### src/rtl/tdm_pkg.sv
// ---------------------------------------------------------------------------
// tdm_pkg : shared types, constants and helpers for the TDM demultiplexer
// Revision: 1.0
// ---------------------------------------------------------------------------
`default_nettype none

package tdm_pkg;

  localparam int NCH_MIN = 2;
  localparam int NCH_MAX = 16;

  typedef enum logic [0:0] {
    HUNT    = 1'b0,
    COLLECT = 1'b1
  } state_t;

  // Minimum bits needed to index `value` distinct items (at least 1 for value >= 2).
  function automatic int clog2(input int value);
    int bits;
    int v;
    bits = 0;
    v    = value - 1;
    while (v > 0) begin
      bits = bits + 1;
      v    = v >> 1;
    end
    return bits;
  endfunction

  function automatic bit nch_legal(input int n);
    return (n >= NCH_MIN) && (n <= NCH_MAX);
  endfunction

endpackage

`default_nettype wire

### src/rtl/tdm_demux_if.sv
// ---------------------------------------------------------------------------
// tdm_demux_if : slot stream in, reassembled frame out
// Revision: 1.0
// ---------------------------------------------------------------------------
`default_nettype none

interface tdm_demux_if #(
  parameter int WIDTH = 8,
  parameter int NCH   = 4,
  parameter int CNT_W = 16
);

  logic [WIDTH-1:0]     din;
  logic                 din_valid;
  logic                 frame_start;
  logic [NCH*WIDTH-1:0] ch_data;
  logic                 frame_valid;
  logic                 sync_err;
  logic [CNT_W-1:0]     frame_cnt;

  // Stream source / frame consumer side.
  modport master (
    output din,
    output din_valid,
    output frame_start,
    input  ch_data,
    input  frame_valid,
    input  sync_err,
    input  frame_cnt
  );

  // Demultiplexer side.
  modport slave (
    input  din,
    input  din_valid,
    input  frame_start,
    output ch_data,
    output frame_valid,
    output sync_err,
    output frame_cnt
  );

endinterface

`default_nettype wire

### src/rtl/tdm_slot_ctr.sv
// ---------------------------------------------------------------------------
// tdm_slot_ctr : slot position counter with load-to-1, increment and clear
// Revision: 1.0
// ---------------------------------------------------------------------------
`default_nettype none

module tdm_slot_ctr
  import tdm_pkg::*;
#(
  parameter int NCH = 4,
  parameter int SW  = tdm_pkg::clog2(NCH)
) (
  input  wire logic          clk,
  input  wire logic          rst_n,
  input  wire logic          clr,
  input  wire logic          load1,
  input  wire logic          inc,
  output logic      [SW-1:0] slot,
  output logic               last
);

  logic [SW-1:0] slot_q;

  // Clear wins over load; load wins over increment.
  always_ff @(posedge clk or negedge rst_n) begin
    if (!rst_n) begin
      slot_q <= '0;
    end else if (clr) begin
      slot_q <= '0;
    end else if (load1) begin
      slot_q <= SW'(1);
    end else if (inc) begin
      slot_q <= slot_q + SW'(1);
    end
  end

  assign slot = slot_q;
  assign last = (slot_q == SW'(NCH - 1));

endmodule

`default_nettype wire

### src/rtl/tdm_demux.sv
// ---------------------------------------------------------------------------
// tdm_demux : reassembles NCH interleaved slot words into a parallel frame
// Revision: 1.0
// ---------------------------------------------------------------------------
`default_nettype none

module tdm_demux
  import tdm_pkg::*;
#(
  parameter int WIDTH = 8,
  parameter int NCH   = 4,
  parameter int CNT_W = 16
) (
  input  wire logic  clk,
  input  wire logic  rst_n,
  tdm_demux_if.slave bus
);

  localparam int SW = clog2(NCH);

  if (!nch_legal(NCH)) begin : g_nch_range_check
    $error("tdm_demux: NCH out of legal range");
  end

  state_t               state_q;
  state_t               state_d;
  logic                 slot_clr;
  logic                 slot_load;
  logic                 slot_inc;
  logic [SW-1:0]        slot;
  logic                 slot_last;
  logic                 stage_en;
  logic [SW-1:0]        stage_idx;
  logic                 publish;
  logic                 err;
  logic [WIDTH-1:0]     stage_q [NCH-1];
  logic [NCH*WIDTH-1:0] frame_word;
  logic [NCH*WIDTH-1:0] ch_data_q;
  logic                 frame_valid_q;
  logic                 sync_err_q;
  logic [CNT_W-1:0]     frame_cnt_q;

  tdm_slot_ctr #(
    .NCH (NCH),
    .SW  (SW)
  ) u_slot_ctr (
    .clk   (clk),
    .rst_n (rst_n),
    .clr   (slot_clr),
    .load1 (slot_load),
    .inc   (slot_inc),
    .slot  (slot),
    .last  (slot_last)
  );

  always_ff @(posedge clk or negedge rst_n) begin
    if (!rst_n) begin
      state_q <= HUNT;
    end else begin
      state_q <= state_d;
    end
  end

  always_comb begin
    state_d   = state_q;
    slot_clr  = 1'b0;
    slot_load = 1'b0;
    slot_inc  = 1'b0;
    stage_en  = 1'b0;
    publish   = 1'b0;
    err       = 1'b0;
    if (bus.din_valid) begin
      unique case (state_q)
        HUNT: begin
          if (bus.frame_start) begin
            slot_load = 1'b1;
            stage_en  = 1'b1;
            state_d   = COLLECT;
          end else begin
            err = 1'b1;
          end
        end
        COLLECT: begin
          if (bus.frame_start) begin
            // Short frame: drop the partial and restart on this word.
            err       = 1'b1;
            slot_load = 1'b1;
            stage_en  = 1'b1;
          end else if (slot_last) begin
            publish  = 1'b1;
            slot_clr = 1'b1;
            state_d  = HUNT;
          end else begin
            slot_inc = 1'b1;
            stage_en = 1'b1;
          end
        end
        default: state_d = HUNT;
      endcase
    end
  end

  assign stage_idx = slot_load ? '0 : slot;

  for (genvar k = 0; k < NCH - 1; k++) begin : g_stage
    always_ff @(posedge clk or negedge rst_n) begin
      if (!rst_n) begin
        stage_q[k] <= '0;
      end else if (stage_en && (stage_idx == SW'(k))) begin
        stage_q[k] <= bus.din;
      end
    end
  end

  // The final slot bypasses staging so the frame publishes on its own edge.
  always_comb begin
    frame_word = '0;
    for (int k = 0; k < NCH - 1; k++) begin
      frame_word[k*WIDTH +: WIDTH] = stage_q[k];
    end
    frame_word[(NCH-1)*WIDTH +: WIDTH] = bus.din;
  end

  always_ff @(posedge clk or negedge rst_n) begin
    if (!rst_n) begin
      ch_data_q     <= '0;
      frame_valid_q <= 1'b0;
      sync_err_q    <= 1'b0;
      frame_cnt_q   <= '0;
    end else begin
      frame_valid_q <= publish;
      sync_err_q    <= err;
      if (publish) begin
        ch_data_q   <= frame_word;
        frame_cnt_q <= frame_cnt_q + CNT_W'(1);
      end
    end
  end

  assign bus.ch_data     = ch_data_q;
  assign bus.frame_valid = frame_valid_q;
  assign bus.sync_err    = sync_err_q;
  assign bus.frame_cnt   = frame_cnt_q;

endmodule

`default_nettype wire

### src/flat_wrapper.sv
// flat-port wrapper written by rule: the top's interface ports become plain ports
module tdm_demux_flat import tdm_pkg::*;
#(
  parameter int WIDTH = 8,
  parameter int NCH   = 4,
  parameter int CNT_W = 16
)
  (clk, rst_n, bus_din, bus_din_valid, bus_frame_start, bus_ch_data, bus_frame_valid, bus_sync_err, bus_frame_cnt);
  tdm_demux_if #(.WIDTH(WIDTH), .NCH(NCH), .CNT_W(CNT_W)) bus_i ();
  input  wire logic clk;
  input  wire logic rst_n;
  input wire logic [$bits(bus_i.din)-1:0] bus_din;
  input wire logic [$bits(bus_i.din_valid)-1:0] bus_din_valid;
  input wire logic [$bits(bus_i.frame_start)-1:0] bus_frame_start;
  output wire logic [$bits(bus_i.ch_data)-1:0] bus_ch_data;
  output wire logic [$bits(bus_i.frame_valid)-1:0] bus_frame_valid;
  output wire logic [$bits(bus_i.sync_err)-1:0] bus_sync_err;
  output wire logic [$bits(bus_i.frame_cnt)-1:0] bus_frame_cnt;
  assign bus_i.din = bus_din;
  assign bus_i.din_valid = bus_din_valid;
  assign bus_i.frame_start = bus_frame_start;
  assign bus_ch_data = bus_i.ch_data;
  assign bus_frame_valid = bus_i.frame_valid;
  assign bus_sync_err = bus_i.sync_err;
  assign bus_frame_cnt = bus_i.frame_cnt;
  tdm_demux #(.WIDTH(WIDTH), .NCH(NCH), .CNT_W(CNT_W)) u_core (.clk(clk), .rst_n(rst_n), .bus(bus_i));
endmodule
### config.mk
export PLATFORM = sky130hd
export DESIGN_NAME = tdm_demux_flat
export DESIGN_NICKNAME = d
export VERILOG_FILES = /design/src/rtl/tdm_pkg.sv /design/src/rtl/tdm_demux_if.sv /design/src/rtl/tdm_slot_ctr.sv /design/src/rtl/tdm_demux.sv /design/src/flat_wrapper.sv
export SDC_FILE = /design/constraint.sdc
export NUM_CORES = 1
export LEC_CHECK = 0
export ABC_CLOCK_PERIOD_IN_PS = 4400
export BUFFER_PORTS_ARGS = -buffer_cell sky130_fd_sc_hd__buf_4
export CORE_MARGIN = 2
export CORE_UTILIZATION = 35
export DETAILED_ROUTE_END_ITERATION = 10
export GPL_TIMING_DRIVEN = 0
export MAX_ROUTING_LAYER = met4
export PLACE_DENSITY_LB_ADDON = 0.08
export SKIP_LAST_GASP = 1
export SYNTH_ARGS = -nofsm -noshare
export SYNTH_HDL_FRONTEND = slang
export SYNTH_SLANG_ARGS = --single-unit
### constraint.sdc
create_clock -name clk -period 4.4 [get_ports clk]
set_clock_uncertainty 0.2 [all_clocks]
set_input_delay 0.22 -clock clk [delete_from_list [all_inputs] [get_ports clk]]
set_output_delay 0.22 -clock clk [all_outputs]
set_load 0.1 [all_outputs]
==> out/metrics.yaml, run 1 <==
outcome:
  status: "completed"
sta:
  rsz0062_at_grt: "false"
  worstMarginPinSlew_ps: 966
  fmax_mhz: 458
  finalMaxSlewViolations: 0
  period_share_pct: 49.6
  setup_slack_ps: 2220
  setup-tns-final_ps: 0
  slew_headroom_pct: 35.6
  period_needed_ps: 2180
  setup_viol: 0
  finalHoldViolations: 0
drt:
  num_vias: 2103
  drtAntennaViolNets: 0
  wl_per_cell_microns: 14.0
  remaining_drc_errors: 0
  drt_iter0_drc: 103
  vias_per_cell: 4.57
  dr.pass1.iters: 4
  wl_microns: 6450
setup_path:
  startpoint_type: "flop"
  reg2reg_slack_ps: 2220
  crit_arrival_ps: 2200
  critPathKind: "flop to flop"
  worst-path-max-fanout: 8
  required_ps: 4420
  end_kind: "flop"
clocking:
  cts.path.max_buffers: 2
  ctsResizeCount: 0
  insertion_delay_ps: 340
  cts_buffers: 9
  clock_sinks: 77
  cts-root-buf: "clkbuf_8"
  cts_tree: "built"
  htreeDepth: 3
  path_clk_slew_ps: 80
global_route:
  grt_pass1_vias: 2034
  track_usage_pct: 14.8
  antenna_found_initial: 0
  gr-total-overflow: 0
  grt_pass1_wl_microns: 10800
  grt_max_degree: 78
floorplanning:
  initial_utilization_pct: 35.6
  num_rows: 34
  dieArea_sq_um: 9490
  chipHeight_microns: 97.4
  die_w_microns: 97.4
  coreArea_sq_um: 8590
  io_pins: 62
synth:
  syn_nets: 283
  yosysWarningCount: 0
  synth_cells: 269
  syn_avg_cell_area_sq_um: 11.4
  ys_ff_latch: 77
  netlist_area_sq_um: 3060
  synthDistinctLibCells: 25
  synth_area_leaders: "dfrtp_1, nand2_1, mux2_2, xnor2_1, nand4_1"
  synth_top_area_cell: "dfrtp_1"
  yosysTopAreaCellShare_pct: 63.1
  yosysSeqAreaShare_pct: 63.1
placement:
  gp_congestion: 0.692
  dp_hpwl_microns: 4310
  dp_slack_ps: 2210
  port_buffers: 59
  placed_cells: 436
finish:
  fin_cells: 460
  final_cell_mix: "nand2_1, dfrtp_1, buf_4"
  nets: 362
  areaGrowthSynthToFinish_pct: 29.3
  fin_util_pct: 46.0
  fillCellCount: 850
  layout-drive-gt1-share_pct: 31.3
  final_common_cell: "nand2_1"
  antenna_cells: 0
run:
  cap_viol_max_count: 0
min_path:
  hold_path_class: "input pin to flop"
[timing repair]
action / 4_1_cts / 5_1_grt
hold buffers: 9 / 0
setup buffers: 0 / 0
endpoints found under the hold margin: 109 / 0
[through the flow]
stage               cell area (sq um)  hold slack (ps)
floorplan                        3060             -276
global placement                 3630              245
detailed placement               3630              248
CTS                              3950             9.51
global route                     3950             21.5
finish                           3950             17.2
[state kept, by name, summed over array words and instances (netlist names)]
signal and count:
u_core.bus.ch_data 32, u_core.bus.frame_cnt 16, u_core.bus.frame_valid 1, u_core.bus.sync_err 1, u_core.frame_word 24, u_core.state_q 1
u_core.u_slot_ctr.slot 2
[synthesized netlist by cell type]
master    count
mux2_2       24
nand2_1     107
nor2_1        3
ha_1          2
nand3_1       4
buf_2         5
and4_1        2
inv_1         1
o21ai_2       1
dfrtp_1      77
and2_1        5
nand4_1       6
buf_4         1
clkbuf_1      4
and3_1        1
o21ai_0       2
a22o_1        1
xor2_1        2
xnor2_1      14
nand3b_2      2
nand2b_2      1
nand4b_4      1
nor3b_4       1
a22o_2        1
nor3_1        1
[cells by family (layout without fill, tap and decap cells)]
group,Yosys count,count (layout),share of synthesized area [%]
muxes,24,24,8.85
buffers and inverters,11,94,1.68
and+or+nand+nor,134,134,19.8
DFF,77,77,63.1
adders and majority gates,2,2,0.819
xor gates and xnor gates,16,16,4.59
AOI/OAI and AO/OA,5,5,1.23
[metal layers]
layer | vias to the layer above | track usage, % | part of all wire [%]
met3 | 7 | 3.24 | 3.5
met1 | 1024 | 21.1 | 50
met5 | - | - | 0
li1 | 1029 | - | -
met2 | 43 | 21.0 | 46
met4 | 0 | 5.45 | 0.98
[cell type report]
class                      count  area, sq um  area share, %
clock buffer                  10          128           3.23
timing repair buffer          68          533           13.5
multi-input combinational    181         1080           27.3
buffer                        10         47.5           1.20
tap                          108          135           3.42
inverter                       1         3.75         0.0950
sequential                    77         1930           48.8
clock inverter                 5          100           2.53
[worst paths after layout]
check,depth (start not counted),start,to
max,5,u_core.u_slot_ctr.slot[0]$_DFFE_PN0P_,u_core.frame_word[10]$_DFFE_PN0P_
min in group asynchronous,2,rst_n,u_core.bus.ch_data[13]$_DFFE_PN0P_
min reg2reg,2,u_core.frame_word[13]$_DFFE_PN0P_,u_core.bus.ch_data[13]$_DFFE_PN0P_
max in group asynchronous,2,rst_n,u_core.bus.ch_data[6]$_DFFE_PN0P_
max reg2reg,5,u_core.u_slot_ctr.slot[0]$_DFFE_PN0P_,u_core.frame_word[10]$_DFFE_PN0P_
min,3,bus_din_valid,u_core.u_slot_ctr.slot[0]$_DFFE_PN0P_
[critical path: stages (launching register included)]
cell,delay (ps)
dfrtp_1,450
ha_1,280
nand2b_2,230
nor3b_4,270
nand3b_2,280
mux2_2,350
Power of run 1 is left out: the tool's default activity adds up to more than one toggle a clock period on the data nets, which glitch-free logic cannot reach.
==> run 2, diff against run 1 <==
--- a/config.mk
+++ b/config.mk
@@ -5,7 +5,7 @@
 export SDC_FILE = /design/constraint.sdc
 export NUM_CORES = 1
 export LEC_CHECK = 0
-export ABC_CLOCK_PERIOD_IN_PS = 4400
+export ABC_CLOCK_PERIOD_IN_PS = 2130
 export BUFFER_PORTS_ARGS = -buffer_cell sky130_fd_sc_hd__buf_4
 export CORE_MARGIN = 2
 export CORE_UTILIZATION = 35
==> constraint.sdc (replaced) <==
create_clock -name clk -period 2.13 [get_ports clk]
set_clock_uncertainty 0.2 [all_clocks]
set_input_delay 0.1065 -clock clk [delete_from_list [all_inputs] [get_ports clk]]
set_output_delay 0.1065 -clock clk [all_outputs]
set_load 0.1 [all_outputs]
==> run 2 against run 1 <==
Global-route usage increased by 0.59 points. Final cell count increased by 2.2%. Clock-buffer cell count increased by 2. Sequential share of layout area decreased by 1.3 points. Largest cell class unchanged.
==> out/metrics.yaml, run 2 (synthesis results as in run 1) <==
outcome:
  status: "completed"
drt:
  dr.pass1.iters: 4
  wl_microns: 6720
  drtAntennaViolNets: 0
  drt_iter0_drc: 64
  vias_per_cell: 4.52
  num_vias: 2124
  wl_per_cell_microns: 14.3
  remaining_drc_errors: 0
finish:
  nets: 371
  areaGrowthSynthToFinish_pct: 33.4
  layout-drive-gt1-share_pct: 34.5
  largest_reg_flops: 32
  final_cell_area_sq_um: 4080
  final_common_cell: "nand2_1"
  antenna_cells: 0
  final_cell_mix: "nand2_1, dfrtp_1, buf_4"
global_route:
  grt_pass1_vias: 2133
  grt_pass1_wl_microns: 11100
  gr-total-overflow: 0
  track_usage_pct: 15.4
  antenna_found_initial: 0
  grt_max_degree: 78
clocking:
  cts_buffers: 9
  cts.path.max_buffers: 2
  path_clk_slew_ps: 80
  clock_sinks: 77
  cts_tree: "built"
  insertion_delay_ps: 340
  cts-root-buf: "clkbuf_8"
  htreeDepth: 3
sta:
  period_needed_ps: 2050
  setup_viol: 0
  slew_headroom_pct: 34.3
  fmax_mhz: 488
  finalMaxSlewViolations: 0
  worstMarginPinSlew_ps: 985
  period_share_pct: 96.2
  setup_slack_ps: 81.2
  hold_slack_ps: 257
  finalHoldViolations: 0
setup_path:
  required_ps: 2160
  crit_family: "simple AND/OR/NAND/NOR gates"
  max_stage_delay_ps: 460
  crit_arrival_ps: 2080
  critPathSlowestCell: "dfrtp_2"
  path_cells: "ha_4 -> nand2b_2 -> nor3b_4 -> buf_6 -> nand3b_4 -> mux2_2"
  worst-path-max-fanout: 8
  end_kind: "flop"
  rr_startpoint: "u_core.u_slot_ctr.slot[0]$_DFFE_PN0P_"
  critPathLaunch: "u_core.u_slot_ctr.slot[0]$_DFFE_PN0P_"
  startpoint_type: "flop"
  critPathKind: "flop to flop"
  path_buf_inv: 1
placement:
  placed_area_sq_um: 3640
  dp_slack_ps: -85.1
  gp_congestion: 0.684
  dp_hpwl_microns: 4300
  port_buffers: 59
run:
  cap_viol_max_count: 0
min_path:
  hold_path_class: "input pin to async pin"
floorplanning:
  io_pins: 62
  die_w_microns: 97.4
  dieArea_sq_um: 9490
  coreArea_sq_um: 8590
  chipHeight_microns: 97.4
  num_rows: 34
  initial_utilization_pct: 35.6
run 2: cell type report:
type                       count  area [sq um]
clock buffer                  12           155
tap                          108           135
multi-input combinational    181          1120
fill                         837          4520
inverter                       1          3.75
clock inverter                 4          70.1
timing repair buffer          77           609
buffer                        10          47.5
sequential                    77          1930
run 2: repair_timing:
action | CTS | global route
setup endpoints to repair | 23 | 20
gates resized for setup | 5 | 5
pin swaps | 2 | 2
hold buffers | 11 | 0
hold endpoints to repair | 113 | 0
cloned | 0 | 0
setup buffers | 1 | 6
run 2: per-stage QoR:
step	setup TNS [ps]	instances	util [%]
2_1_floorplan	0	269	-
3_3_place_gp	-454	436	42.3
3_5_place_dp	-651	436	42.3
4_1_cts	0	464	46.7
5_1_grt	-53.5	470	47.4
6_report	0	470	47.4
run 2: worst paths after layout:
kind                                                       endpoint  slack (ps)  cells after the start
worst min-delay path               u_core.bus.frame_valid$_DFF_PN0_         260                      2
max in group asynchronous       u_core.bus.frame_cnt[0]$_DFFE_PN0P_         770                      2
worst max register to register    u_core.frame_word[22]$_DFFE_PN0P_          80                      6
min in group clk                  u_core.bus.ch_data[1]$_DFFE_PN0P_         270                      2
worst max-delay path              u_core.frame_word[22]$_DFFE_PN0P_          80                      6
worst min register to register    u_core.bus.ch_data[1]$_DFFE_PN0P_         270                      2
run 2: per-layer routing:
| layer | share of wire [%] | routed length (microns) | global-route usage [%] | up-vias |
|---|---|---|---|---|
| met5 | 0 | 0 | - | - |
| met4 | 1.9 | 125 | 6.73 | 0 |
| met3 | 3.8 | 252 | 3.09 | 10 |
| met2 | 44 | 2960 | 21.5 | 44 |
| met1 | 50 | 3380 | 21.9 | 1023 |
| li1 | - | - | - | 1047 |
Power of run 2 is left out for the same reason.
==> run 3, diff against run 2 <==
--- a/config.mk
+++ b/config.mk
@@ -9,6 +9,7 @@
 export BUFFER_PORTS_ARGS = -buffer_cell sky130_fd_sc_hd__buf_4
 export CORE_MARGIN = 2
 export CORE_UTILIZATION = 35
+export CTS_BUF_LIST = sky130_fd_sc_hd__clkbuf_8
 export DETAILED_ROUTE_END_ITERATION = 10
 export GPL_TIMING_DRIVEN = 0
 export MAX_ROUTING_LAYER = met4
==> run 3 against run 2 <==
Clock-buffer cell count decreased by 1. Wire length unchanged. Maximum frequency unchanged. Utilization unchanged. Worst setup slack unchanged. Die area unchanged. Non-clock buffer count unchanged. Via count unchanged.
==> out/metrics.yaml, run 3 (synthesis results as in run 1) <==
min_path:
  hold_path_class: "input pin to async pin"
setup_path:
  crit_arrival_ps: 2080
  worst-path-max-fanout: 8
  startpoint_type: "flop"
  required_ps: 2160
  reg2reg_slack_ps: 80
  reg2regPathDepth: 6
  rr_startpoint: "u_core.u_slot_ctr.slot[0]$_DFFE_PN0P_"
  critPathKind: "flop to flop"
  r2r-end: "u_core.frame_word[22]$_DFFE_PN0P_"
  end_kind: "flop"
placement:
  dp_slack_ps: -85.1
  gp_congestion: 0.684
  port_buffers: 59
  placed_area_sq_um: 3640
  dp_hpwl_microns: 4300
finish:
  antenna_cells: 0
  final_cell_mix: "nand2_1, dfrtp_1, buf_4"
  multi_input_area_sq_um: 1120
  fin_util_pct: 47.4
  fillCellCount: 837
  nets: 371
  areaGrowthSynthToFinish_pct: 33.4
  layout-drive-gt1-share_pct: 34.5
  final_common_cell: "nand2_1"
  largest_reg_flops: 32
  final_cell_area_sq_um: 4080
  regArea_sq_um: 1930
outcome:
  status: "completed"
sta:
  setup_viol: 0
  finalMaxSlewViolations: 0
  slew_headroom_pct: 34.3
  period_needed_ps: 2050
  setup_slack_ps: 81.2
  finalHoldViolations: 0
  worstMarginPinSlew_ps: 985
  fmax_mhz: 488
  period_share_pct: 96.2
global_route:
  grt_max_degree: 78
  gr-total-overflow: 0
  track_usage_pct: 15.4
  grt_pass1_wl_microns: 11100
  antenna_found_initial: 0
  grt_pass1_vias: 2133
drt:
  drtAntennaViolNets: 0
  route.met3.wl_microns: 252
  wl_per_cell_microns: 14.3
  num_vias: 2124
  vias_per_cell: 4.52
  routed-wl-met2_microns: 2960
  remaining_drc_errors: 0
  routed.top_layer: "met4"
  drt_iter0_drc: 64
  wl_microns: 6720
  dr.pass1.iters: 4
  met1_length_microns: 3380
floorplanning:
  initial_utilization_pct: 35.6
  num_rows: 34
  chipHeight_microns: 97.4
  io_pins: 62
  die_w_microns: 97.4
  coreArea_sq_um: 8590
  dieArea_sq_um: 9490
clocking:
  cts_buffers: 9
  cts_tree: "built"
  htreeDepth: 3
  cts.path.max_buffers: 2
  clock_sinks: 77
  insertion_delay_ps: 340
  path_clk_slew_ps: 80
  cts-root-buf: "clkbuf_8"
run:
  cap_viol_max_count: 0
## run 3: cell types whose count changed in the layout (fill, tap and decap cells not counted)
cell / delta
clkbuf_1: -1
inv_1: +1
## run 3: final cells by class
| type | count | share of cell area, % |
|---|---|---|
| Buffer | 10 | 1.17 |
| Clock buffer | 11 | 3.72 |
| Clock inverter | 5 | 1.81 |
| Inverter | 1 | 0.0921 |
| Multi-Input combinational cell | 181 | 27.5 |
| Sequential cell | 77 | 47.4 |
| Tap cell | 108 | 3.32 |
| Timing Repair Buffer | 77 | 15.0 |
## run 3: worst max path at each step
stage | from | end | depth (start not counted)
after floorplan | u_core.bus.frame_cnt[5]$_DFFE_PN0P_ | u_core.bus.frame_cnt[15]$_DFFE_PN0P_ | 4
after global routing | u_core.u_slot_ctr.slot[0]$_DFFE_PN0P_ | u_core.frame_word[21]$_DFFE_PN0P_ | 6
after global placement | u_core.u_slot_ctr.slot[0]$_DFFE_PN0P_ | u_core.frame_word[11]$_DFFE_PN0P_ | 5
final | u_core.u_slot_ctr.slot[0]$_DFFE_PN0P_ | u_core.frame_word[22]$_DFFE_PN0P_ | 6
after CTS | u_core.u_slot_ctr.slot[0]$_DFFE_PN0P_ | u_core.frame_word[10]$_DFFE_PN0P_ | 5
after detailed placement | u_core.u_slot_ctr.slot[0]$_DFFE_PN0P_ | u_core.frame_word[10]$_DFFE_PN0P_ | 5
## run 3: worst max-delay path, cell delays in order, from the launching register on
cell and delay, ps:
dfrtp_2 460, ha_4 190, nand2b_2 210, nor3b_4 280, buf_6 150, nand3b_4 140
mux2_2 290
## run 3: through the flow
stage	hold WS (ps)	setup TNS, ps	cells
global route	299	-53.5	470
CTS	269	0	464
floorplan	-389	0	269
global placement	143	-454	436
finish	257	0	470
detailed placement	140	-651	436
## run 3: metal layers
metal,vias up,global-route usage [%]
met1,1023,21.9
li1,1047,-
met2,44,21.5
met4,0,6.73
met3,10,3.09
met5,-,-
## run 3: what timing repair did
action | in CTS | in global routing
pin swaps | 2 | 2
endpoints found under the setup margin | 23 | 20
setup buffers | 1 | 6
resized for setup | 5 | 5
hold buffers | 11 | 0
endpoints found under the hold margin | 113 | 0
Power of run 3 is left out for the same reason.
